## config.mk

```make
export PLATFORM = sky130hd
export DESIGN_NAME = simd_result_wb
export DESIGN_NICKNAME = d
export VERILOG_FILES = /design/src/rtl/simd_wb_pkg.sv /design/src/rtl/simd_result_wb_tag_pipe.sv /design/src/rtl/simd_result_wb.sv
export SDC_FILE = /design/constraint.sdc
export NUM_CORES = 1
export LEC_CHECK = 0
export ABC_AREA = 1
export CORE_AREA = 4 4 144 180
export CTS_BUF_LIST = sky130_fd_sc_hd__clkbuf_8
export DETAILED_ROUTE_END_ITERATION = 8
export DIE_AREA = 0 0 148 184
export GPL_ROUTABILITY_DRIVEN = 0
export PLACE_DENSITY = 0.81
export SYNTH_ARGS = -nofsm -noshare
export SYNTH_HDL_FRONTEND = slang
export SYNTH_SLANG_ARGS = --single-unit
```

## constraint.sdc

```tcl
create_clock -name clk -period 5.7 [get_ports clk]
set_clock_uncertainty 0.1 [all_clocks]
set_input_delay 1.14 -clock clk [delete_from_list [all_inputs] [get_ports clk]]
set_output_delay 1.14 -clock clk [all_outputs]
set_load 0.05 [all_outputs]
```

## src/rtl/simd_wb_pkg.sv

```systemverilog
// Shared types and constants for the SIMD result writeback buffer.
// Result layout: [67:66] ptype, [65] guard, [64:33] lane1, [32] guard, [31:0] lane0.
package simd_wb_pkg;

  localparam logic [1:0] ptype_int = 2'b00;
  localparam int PTYPE_LSB = 66;
  localparam int GUARD_HI  = 65;
  localparam int GUARD_LO  = 32;
  localparam int SIMD_RESW = 68;
  // The entry tag is fixed here, so the top-level TAGW must match it.
  localparam int SIMD_TAGW = 9;

  typedef struct packed {
    logic [SIMD_TAGW-1:0] tag;
    logic [SIMD_RESW-1:0] data;
  } simd_wb_entry_t;

  function automatic logic [15:0] pcount(input logic [31:0] v);
    pcount = '0;
    for (int i = 0; i < 32; i++) pcount = pcount + 16'(v[i]);
  endfunction

  function automatic logic fmt_bad(input logic [SIMD_RESW-1:0] d);
    fmt_bad = d[GUARD_HI] | d[GUARD_LO] | (d[PTYPE_LSB+1:PTYPE_LSB] != ptype_int);
  endfunction

endpackage

```

## src/rtl/simd_result_wb_tag_pipe.sv

```systemverilog
// simd_tag_pipe: LAT-deep {valid, tag} shift register aligned with the SIMD unit.
// Also exports the next-state valid vector so the parent can register stall.
module simd_tag_pipe #(
  parameter int LAT  = 2,
  parameter int TAGW = 9
) (
  input  logic            clk,
  input  logic            rst,
  input  logic            en,
  input  logic            flush,
  input  logic [TAGW-1:0] tag,
  output logic            last_vld,
  output logic [TAGW-1:0] last_tag,
  output logic [LAT-1:0]  vld_nxt
);

  logic [LAT-1:0]  vld;
  logic [TAGW-1:0] tags [LAT];

  always_comb begin
    vld_nxt = '0;
    if (!flush) begin
      vld_nxt[0] = en;
      for (int k = 1; k < LAT; k++) vld_nxt[k] = vld[k-1];
    end
  end

  always_ff @(negedge clk or posedge rst) begin
    if (rst) begin
      vld <= '0;
      for (int k = 0; k < LAT; k++) tags[k] <= '0;
    end else begin
      vld     <= vld_nxt;
      tags[0] <= tag;
      for (int k = 1; k < LAT; k++) tags[k] <= tags[k-1];
    end
  end

  assign last_vld = vld[LAT-1];
  assign last_tag = tags[LAT-1];

endmodule

```

## src/rtl/simd_result_wb.sv

```systemverilog
// Writeback buffer behind the SIMD unit: tag pipe, DEPTH-entry FIFO, valid/ready output.
// Optional build macro SIMD_WB_BYPASS_EN lets a result skip an empty FIFO combinationally.
module simd_result_wb
  import simd_wb_pkg::*;
#(
  parameter int DEPTH = 4,
  parameter int TAGW  = 9,
  parameter int LAT   = 2
) (
  input  logic            clk,
  input  logic            rst,
  input  logic            en,
  input  logic [TAGW-1:0] tag,
  input  logic            flush,
  input  logic [67:0]     res_in,
  output logic            stall,
  output logic            wb_valid,
  input  logic            wb_ready,
  output logic [TAGW-1:0] wb_tag,
  output logic [67:0]     wb_data,
  output logic            ovfl_err,
  output logic            fmt_err
);

  localparam int PW = $clog2(DEPTH);
  localparam int CW = PW + 1;

  logic            last_vld;
  logic [TAGW-1:0] last_tag;
  logic [LAT-1:0]  vld_nxt;

  simd_tag_pipe #(.LAT(LAT), .TAGW(TAGW)) u_pipe (
    .clk      (clk),
    .rst      (rst),
    .en       (en),
    .flush    (flush),
    .tag      (tag),
    .last_vld (last_vld),
    .last_tag (last_tag),
    .vld_nxt  (vld_nxt)
  );

  simd_wb_entry_t  mem [DEPTH];
  simd_wb_entry_t  head;
  logic [PW-1:0]   wr_ptr, rd_ptr;
  logic [CW-1:0]   count, count_nxt;
  logic [15:0]     sum_nxt;
  logic            empty, full, bypass, push, pop, wr_en, cap;

  assign empty = (count == '0);
  assign full  = (count == CW'(DEPTH));
  assign head  = mem[rd_ptr];

`ifdef SIMD_WB_BYPASS_EN
  assign bypass = empty & last_vld & wb_ready & ~flush;
`else
  assign bypass = 1'b0;
`endif

  assign cap   = last_vld & ~flush;
  assign push  = last_vld & ~bypass;
  assign pop   = ~empty & wb_ready;
  // At full, a same-edge pop frees the slot this push lands in.
  assign wr_en = push & (~full | pop);

  always_comb begin
    count_nxt = count;
    if (flush)              count_nxt = '0;
    else if (wr_en & ~pop)  count_nxt = count + CW'(1);
    else if (pop & ~wr_en)  count_nxt = count - CW'(1);
  end

  assign sum_nxt = 16'(count_nxt) + pcount(32'(vld_nxt));

  always_ff @(negedge clk or posedge rst) begin
    if (rst) begin
      count    <= '0;
      wr_ptr   <= '0;
      rd_ptr   <= '0;
      stall    <= 1'b0;
      ovfl_err <= 1'b0;
      fmt_err  <= 1'b0;
    end else begin
      count <= count_nxt;
      stall <= (sum_nxt >= 16'(DEPTH - 1));
      if (flush) begin
        wr_ptr <= '0;
        rd_ptr <= '0;
      end else begin
        if (wr_en)               wr_ptr   <= wr_ptr + PW'(1);
        if (pop)                 rd_ptr   <= rd_ptr + PW'(1);
        if (push & full & ~pop)  ovfl_err <= 1'b1;
        if (cap & fmt_bad(res_in)) fmt_err <= 1'b1;
      end
    end
  end

  always_ff @(negedge clk) begin
    if (wr_en & ~flush) mem[wr_ptr] <= '{tag: last_tag, data: res_in};
  end

  // Outputs are forced to zero when empty so reset and flush present a clean bus.
  always_comb begin
    wb_valid = ~empty;
    wb_tag   = empty ? '0 : head.tag;
    wb_data  = empty ? '0 : head.data;
    if (bypass) begin
      wb_valid = 1'b1;
      wb_tag   = last_tag;
      wb_data  = res_in;
    end
  end

endmodule

```

==> out/metrics.json, run 1 <==
{
  "detailed_routing_iteration_count_for_the_pre_antenna_repair_pass": 5,
  "synth_area_leaders": "edfxtp_1 70%, nor2_1 9.1%, o21ai_0 5.8%, dfrtn_1 5.7%, a21oi_1 3.0%",
  "synth.avg_cell_area_sq_um": 12.68,
  "drt.antenna.violating_nets": 0,
  "htree_levels": 2,
  "layout.cells.non_filler": 1945,
  "synth_area_sq_um": 13130,
  "worst_ir_drop_vdd_mv": 0.3113,
  "critPathLaunch": "rd_ptr[0]$_DFFE_NP0P_",
  "timing.setup.critical_path_class": "flip-flop to output pin",
  "die_area_sq_um": 27230,
  "cts_buffer_depth": 3,
  "final_critical_path_setup_slack_ps": -664.6,
  "postRouteWirelength_mm": 43.68,
  "tritoncts": "built",
  "io_buffers": 162,
  "vias": 11170,
  "synth_enable_flop_cells": 308,
  "placement.setup.worst_slack_ps": -637.8,
  "ctsRootBufferMaster": "clkbuf_8",
  "hold_viol_final": 0,
  "detailed_place_hpwl_mm": 18.99,
  "yosys_warnings": 0,
  "wire_per_inst_microns": 22.46,
  "power_per_cell_area_nw_per_um2": 455.6,
  "clkLatencyLatePin_ps": 540,
  "fillers": 1053,
  "core_area_sq_um": 24340,
  "critical_path.startpoint_type": "flip-flop",
  "maxSlewHeadroom_pct": 65.57,
  "worst-path-max-fanout": 9,
  "overall_global_routing_usage_pct": 27.04,
  "hp-class": "flip-flop to flip-flop",
  "post_route_cells_drive_above_1_share_pct": 27.62,
  "remaining_drc_errors": 0,
  "proportion_of_synthesized_area_in_mux_cells_pct": 0,
  "report.power.total_mw": 9.285,
  "grt_remaining_overflow": 0,
  "synthArstFlopShare_pct": 8.876,
  "drv_slew": 0,
  "post_synth_fa_ha_maj_area_fraction_pct": 0.9152,
  "power.leakage_nw": 8.328,
  "synth-seq-area-share_pct": 76.19,
  "violations_in_the_final_reports": "setup timing",
  "synth_top_family_by_area": "simple AND/OR/NAND/NOR gates",
  "synthXorXnorAreaFrac_pct": 0.1335,
  "dp.cells": 1519,
  "worst_pin_slew_ps": 518.5,
  "worst_setup_path_end_kind": "output pin",
  "status": "finished, violations left",
  "cts_hold_buf": 0,
  "synth_largest_type_area_fraction_pct": 70.47,
  "cts_inserted_buffers": 51,
  "setup_viol": 77,
  "syn-num-nets": 1126,
  "core.rowCount": 64,
  "grt_start_max_net_pins": 54,
  "dominant_synthesized_flop_cell": "edfxtp_1",
  "die-width_microns": 148,
  "required_ps": 4460,
  "die_h_microns": 184,
  "yosys_register_bits": 338,
  "drt_iter0_drc": 1307,
  "diodes": 0,
  "cts.sink_count": 338,
  "synth_top_area_cell": "edfxtp_1",
  "detail_route.vias_per_cell": 5.741,
  "synthCells": 1035,
  "compound_cell_area_share_of_the_yosys_netlist_pct": 9.199,
  "regToRegStartpoint": "count[0]$_DFF_NP0_",
  "synth_simple_gate_area_share_pct": 10.72,
  "clk_pin_slew_worst_paths_ps": 50,
  "grt_pass1_wl_mm": 57.68,
  "netlist_top_cells_count": "319 x nor2_1, 308 x edfxtp_1, 153 x o21ai_0",
  "grt_setup_unrepaired": "yes",
  "first_global_vias": 11650,
  "maxCapViolations": 0,
  "antenna_found_initial": 0,
  "start_util_pct": 53.92,
  "layout-area-overhead-vs-synth_pct": 55.27,
  "hold_path.startpoint": "u_pipe.tags[15]$_DFF_NP0_",
  "crit_arrival_ps": 5120,
  "distinct_cell_type_count_after_synthesis": 26,
  "floorplan.io_pins": 163,
  "design.final.nets": 1665,
  "synth_most_common_cell": "nor2_1"
}
-- metrics by stage --
step / setup TNS, ps / cell area, sq um / util [%] / hold slack (ps)
floorplan: -59400 / 14070 / - / 191.7
global placement: -47590 / 17240 / 70.81 / 192.4
detailed placement: -64090 / 17240 / 70.81 / 195.2
CTS: -37970 / 19660 / 80.75 / 195.8
global route: -44790 / 20380 / 83.72 / 197.8
finish: -38250 / 20380 / 83.72 / 195.3
-- cell type report --
cell class	count	area, sq um	share of cell area, %
clock buffers	54	743.2	3.647
well taps	330	412.9	2.026
repair buffers	238	3525	17.29
inverters	29	123.9	0.6078
multi-input cells	608	4078	20.01
flip-flops and latches	338	10000	49.07
clock inverters	348	1498	7.349
-- metal layers --
layer | GRT usage, % | vias up | wire (microns)
met3 | 7.768 | 185 | 4041
met5 | 0 | - | 0
met2 | 46.39 | 884 | 22650
met4 | 16.04 | 0 | 1956
met1 | 29.98 | 5351 | 15030
li1 | - | 4747 | -
-- cells by family (layout without fill, tap and decap cells) --
| family | after synthesis | in the layout |
|---|---|---|
| AO/OA/AOI/OAI | 239 | 239 |
| adder cells (fa/ha/maj) | 9 | 9 |
| XOR/XNOR | 2 | 2 |
| AND/OR/NAND/NOR | 358 | 358 |
| flip-flops | 338 | 338 |
| buffers and inverters | 89 | 669 |
-- worst max-delay path, stage by stage (launching register included) --
cell and delay [ps]:
dfrtn_1 470, buf_4 150, clkbuf_16 180, clkbuf_16 180
nor2_1 60, nor2_1 200, o21ai_2 120, a21oi_4 210
buf_12 160
-- path summary, 6_finish.rpt --
kind                       cells past startpoint                      endpoint  slack, ps
setup reg to reg                              19               stall$_DFF_NP0_       3060
hold reg to reg                                0  u_pipe.last_tag[6]$_DFF_NP0_        200
setup / recovery                               8                    wb_data[5]       -660
max in group asynchronous                      3  u_pipe.last_tag[8]$_DFF_NP0_       1550
min in group asynchronous                      3         wr_ptr[0]$_DFFE_NP0P_       3630
hold / removal                                 0  u_pipe.last_tag[6]$_DFF_NP0_        200
-- registers in the layout (all words and copies together) (netlist names) --
| name | cells |
|---|---|
| u_pipe.last_tag | 9 |
| count | 3 |
| wr_ptr | 2 |
| u_pipe.vld | 2 |
| ovfl_err | 1 |
| fmt_err | 1 |
| rd_ptr | 2 |
| u_pipe.tags | 9 |
| stall | 1 |
| mem | 308 |
-- repair_timing --
action,in CTS,in global routing
pin swaps,2,33
resized for setup,131,160
cloned,2,11
hold endpoints to repair,0,0
setup endpoints to repair,82,78
buffers inserted,3,9
-- where the power goes --
part           internal, mW  switching [mW]
clock                  1.45            1.83
combinational          1.35            1.87
sequential             2.76          0.0196
-- placed cells by master (no fill, tap or decap), types with 2 or more instances in the layout --
cell type,netlist,routed
inv_2,5,6
bufinv_16,0,6
xor2_1,2,2
nor2_4,0,6
inv_4,0,3
edfxtp_1,308,308
buf_8,0,2
nand2_1,23,21
clkinv_2,0,2
clkinvlp_2,0,13
a21oi_2,1,6
o21ai_0,153,5
buf_16,0,5
clkbuf_8,0,54
clkbuf_16,0,8
nand3_4,1,2
clkdlybuf4s50_1,0,80
o21ai_1,4,64
buf_12,0,100
nor2_2,1,23
nand4_1,2,2
o21ai_4,0,2
a21oi_4,0,72
buf_6,0,7
nor2_1,319,291
ha_1,8,7
dfrtn_1,30,30
nand3_1,7,7
nand2_8,0,2
dlygate4sd2_1,0,4
inv_1,25,343
buf_4,0,32
o21ai_2,0,86
No activity file was read; power rests on OpenSTA's default activity.
==> run 2: changes to the inputs <==
CORE_AREA = 4 4 193 241   (was 4 4 144 180)
DIE_AREA = 0 0 197 245   (was 0 0 148 184)
DONT_BUFFER_PORTS = 1   (was unset)
PLACE_DENSITY = 0.46   (was 0.81)
==> run 2 against run 1 <==
  * The run still ends with setup timing left
  * Cell count is 7.4% higher
  * Core utilization is 40 points lower
  * First-iteration DRC count is 81% lower
  * Non-clock buffer count is 105 lower
  * Via count is 16% lower
  * Critical path depth stayed put
  * Global-route usage is 13 points lower
  * Final area is 5.8% lower
  * Total power is 8.1% lower
  * Clock power is 14% lower
  * Largest power group is now combinational logic
==> out/metrics.json, run 2 (synthesized netlist as in run 1, its figures left out) <==
{
  "cts.sink_count": {"value": 338, "change": "unchanged"},
  "cts_buffer_depth": {"value": 3, "change": "unchanged"},
  "worst-path-max-fanout": {"value": 7, "change": "-2"},
  "largest_register_ff_count": {"value": 308, "change": "unchanged"},
  "hold_viol_final": {"value": 0, "change": "unchanged"},
  "final_critical_path_setup_slack": {"value": -454.8, "unit": "ps", "change": "+209.8 ps"},
  "die-width": {"value": 197, "unit": "microns", "change": "+33%"},
  "required": {"value": 4460, "unit": "ps", "change": "about the same"},
  "final_core_util": {"value": 43.52, "unit": "%", "change": "-40 points"},
  "core_area": {"value": 44120, "unit": "sq um", "change": "+81%"},
  "core.rowCount": {"value": 86, "change": "+34%"},
  "maxSlewHeadroom": {"value": 65.95, "unit": "%", "change": "+0.38 points"},
  "grt_start_max_net_pins": {"value": 51, "change": "-5.6%"},
  "timing.setup.critical_path_class": "flip-flop to output pin",
  "detail_route.vias_per_cell": {"value": 4.467, "change": "-22%"},
  "start_util": {"value": 29.75, "unit": "%", "change": "-24 points"},
  "htree_levels": {"value": 2, "change": "unchanged"},
  "groute.layer.met3.usage": {"value": 5.780, "unit": "%", "change": "-2.0 points"},
  "crit_arrival": {"value": 4910, "unit": "ps", "change": "-210 ps"},
  "diodes": {"value": 0, "change": "unchanged"},
  "power_per_cell_area": {"value": 444.3, "unit": "nW/um^2", "change": "-2.5%"},
  "die_area": {"value": 48270, "unit": "sq um", "change": "+77%"},
  "overall_global_routing_usage": {"value": 14.09, "unit": "%", "change": "-13 points"},
  "drt.antenna.violating_nets": {"value": 0, "change": "unchanged"},
  "status": "finished, violations left",
  "antenna_found_initial": {"value": 3, "change": "+3"},
  "crit_path_buffers_inverters": {"value": 4, "change": "unchanged"},
  "maxCapViolations": {"value": 0, "change": "unchanged"},
  "wire_per_inst": {"value": 16.85, "unit": "microns", "change": "-25%"},
  "detailed_place_hpwl": {"value": 20.05, "unit": "mm", "change": "+5.6%"},
  "final_common_cell": "inv_1",
  "setup_viol": {"value": 77, "change": "unchanged"},
  "hp-class": "flip-flop to flip-flop",
  "layout-area-overhead-vs-synth_pct": 46.29,
  "drv_slew": {"value": 0, "change": "unchanged"},
  "critPathSlowestCell": "dfrtn_1",
  "top_register": "mem",
  "clk_pin_slew_worst_paths": {"value": 50, "unit": "ps", "change": "about the same"},
  "violations_in_the_final_reports": "setup timing",
  "postRouteWirelength": {"value": 35.20, "unit": "mm", "change": "-19%"},
  "remaining_drc_errors": {"value": 0, "change": "unchanged"},
  "ctsRootBufferMaster": "clkbuf_8",
  "report.power.total": {"value": 8.531, "unit": "mW", "change": "-8.1%"},
  "grt.busiest_layer": "met2",
  "cts_inserted_buffers": {"value": 58, "change": "+14%"},
  "first_global_vias": {"value": 10350, "change": "-11%"},
  "io_buffers": {"value": 0, "change": "-100%"},
  "detailed_routing_iteration_count_for_the_pre_antenna_repair_pass": {"value": 5, "change": "unchanged"},
  "floorplan.io_pins": {"value": 163, "change": "unchanged"},
  "power.leakage": {"value": 7.800, "unit": "nW", "change": "-6.3%"},
  "drt_iter0_drc": {"value": 254, "change": "-81%"},
  "worst_pin_slew": {"value": 510.8, "unit": "ps", "change": "-7.708 ps"},
  "kind_of_cell_with_the_highest_combined_delay_on_the_critical_path": "buffers and inverters",
  "clkLatencyLatePin": {"value": 560, "unit": "ps", "change": "+20 ps"},
  "crit_top_cell": "buf_12",
  "grt_pass1_wl": {"value": 53.32, "unit": "mm", "change": "-7.5%"},
  "design.final.nets": {"value": 1567, "change": "-5.9%"},
  "die_h": {"value": 245, "unit": "microns", "change": "+33%"},
  "worst_setup_path_end_kind": "output pin",
  "grtUsageMet2": {"value": 23.61, "unit": "%", "change": "-23 points"},
  "final_cell_mix": "351 x inv_1, 308 x edfxtp_1, 304 x nor2_1",
  "post_route_cells_drive_above_1_share": {"value": 21.69, "unit": "%", "change": "-5.9 points"},
  "timing.critical_path.cells": "buf_12 -> buf_12 -> clkbuf_16 -> nor2_1 -> nor2_1 -> o21ai_2 -> a21oi_4 -> buf_12",
  "vias": {"value": 9332, "change": "-16%"},
  "grt_remaining_overflow": {"value": 0, "change": "unchanged"},
  "critical_path.startpoint_type": "flip-flop",
  "grt_setup_unrepaired": "yes",
  "worst_ir_drop_vdd": {"value": 0.2345, "unit": "mV", "change": "-25%"},
  "placement.setup.worst_slack": {"value": 23.97, "unit": "ps", "change": "+661.8 ps"},
  "tritoncts": "built",
  "gr-usage-met1": {"value": 15.40, "unit": "%", "change": "-15 points"},
  "crit_path_max_incr_delay": {"value": 450, "unit": "ps", "change": "-20 ps"}
}
-- run 2: power by group --
group	switching, mW	internal, mW	total [mW]	leakage, nW
Combinational	1.69	1.23	2.92	2.42
Clock	1.47	1.33	2.81	2.24
Sequential	0.0353	2.77	2.80	3.14
Total	3.20	5.33	8.53	7.80
-- run 2: per-layer routing --
metal / up-vias / routed length [microns]
met5: - / 21
met2: 202 / 18420
met3: 61 / 1979
li1: 4531 / -
met4: 4 / 724
met1: 4534 / 14050
-- run 2: worst paths after layout --
| kind | from | to | slack [ps] | depth (start not counted) |
|---|---|---|---|---|
| min in group asynchronous | rst | u_pipe.tags[16]$_DFF_NP0_ | 3180 | 2 |
| worst max-delay path | rd_ptr[0]$_DFFE_NP0P_ | wb_data[26] | -450 | 8 |
| worst max register to register | count[0]$_DFF_NP0_ | stall$_DFF_NP0_ | 3110 | 18 |
| max in group asynchronous | rst | u_pipe.tags[12]$_DFF_NP0_ | 2000 | 2 |
| worst min-delay path | u_pipe.tags[12]$_DFF_NP0_ | u_pipe.last_tag[3]$_DFF_NP0_ | 190 | 0 |
| worst min register to register | u_pipe.tags[12]$_DFF_NP0_ | u_pipe.last_tag[3]$_DFF_NP0_ | 190 | 0 |
-- run 2: worst reg2reg max path, cell delays in order (launching register included) --
cell     delay [ps]
dfrtn_1         440
inv_2            70
ha_4            180
nand2_8          90
buf_6           190
nand2_4          80
nand3_4          90
nand2_2          50
nand2_1          50
inv_1            40
nor3_2          210
inv_2            50
fa_2            330
inv_2            70
ha_1            210
nand2_1          60
nand2_1          50
inv_1            40
nand2_1          40
-- run 2: cell type report --
class,count,area [sq um]
clock buffers,59,812.0
clock inverters,350,1390
fillers,4158,24920
inverters,29,128.9
multi-input cells,608,3740
flip-flops and latches,338,10000
well taps,572,715.7
repair buffers,133,2415
-- run 2: what timing repair did --
item	in CTS	in global routing
cloned	1	3
endpoints found under the setup margin	78	77
endpoints found under the hold margin	0	0
pin swaps	4	16
hold buffers	0	0
buffers inserted	5	4
resized for setup	151	33
-- run 2: through the flow --
step / instances / hold WS, ps / TNS [ps] / area, sq um
finish: 2089 / 188.5 / -29700 / 19200
global route: 2089 / 195.7 / -37560 / 19200
CTS: 2082 / 187.7 / -33250 / 19010
detailed placement: 1668 / 196.1 / 0 / 16670
global placement: 1668 / 195.5 / 0 / 16670
floorplan: 1035 / 191.7 / -59400 / 14070
==> run 3: changes to the inputs <==
GPL_ROUTABILITY_DRIVEN = unset   (was 0)
==> results of run 3 <==
Same layout as run 2: the final DEF is identical, and so are final timing and power.
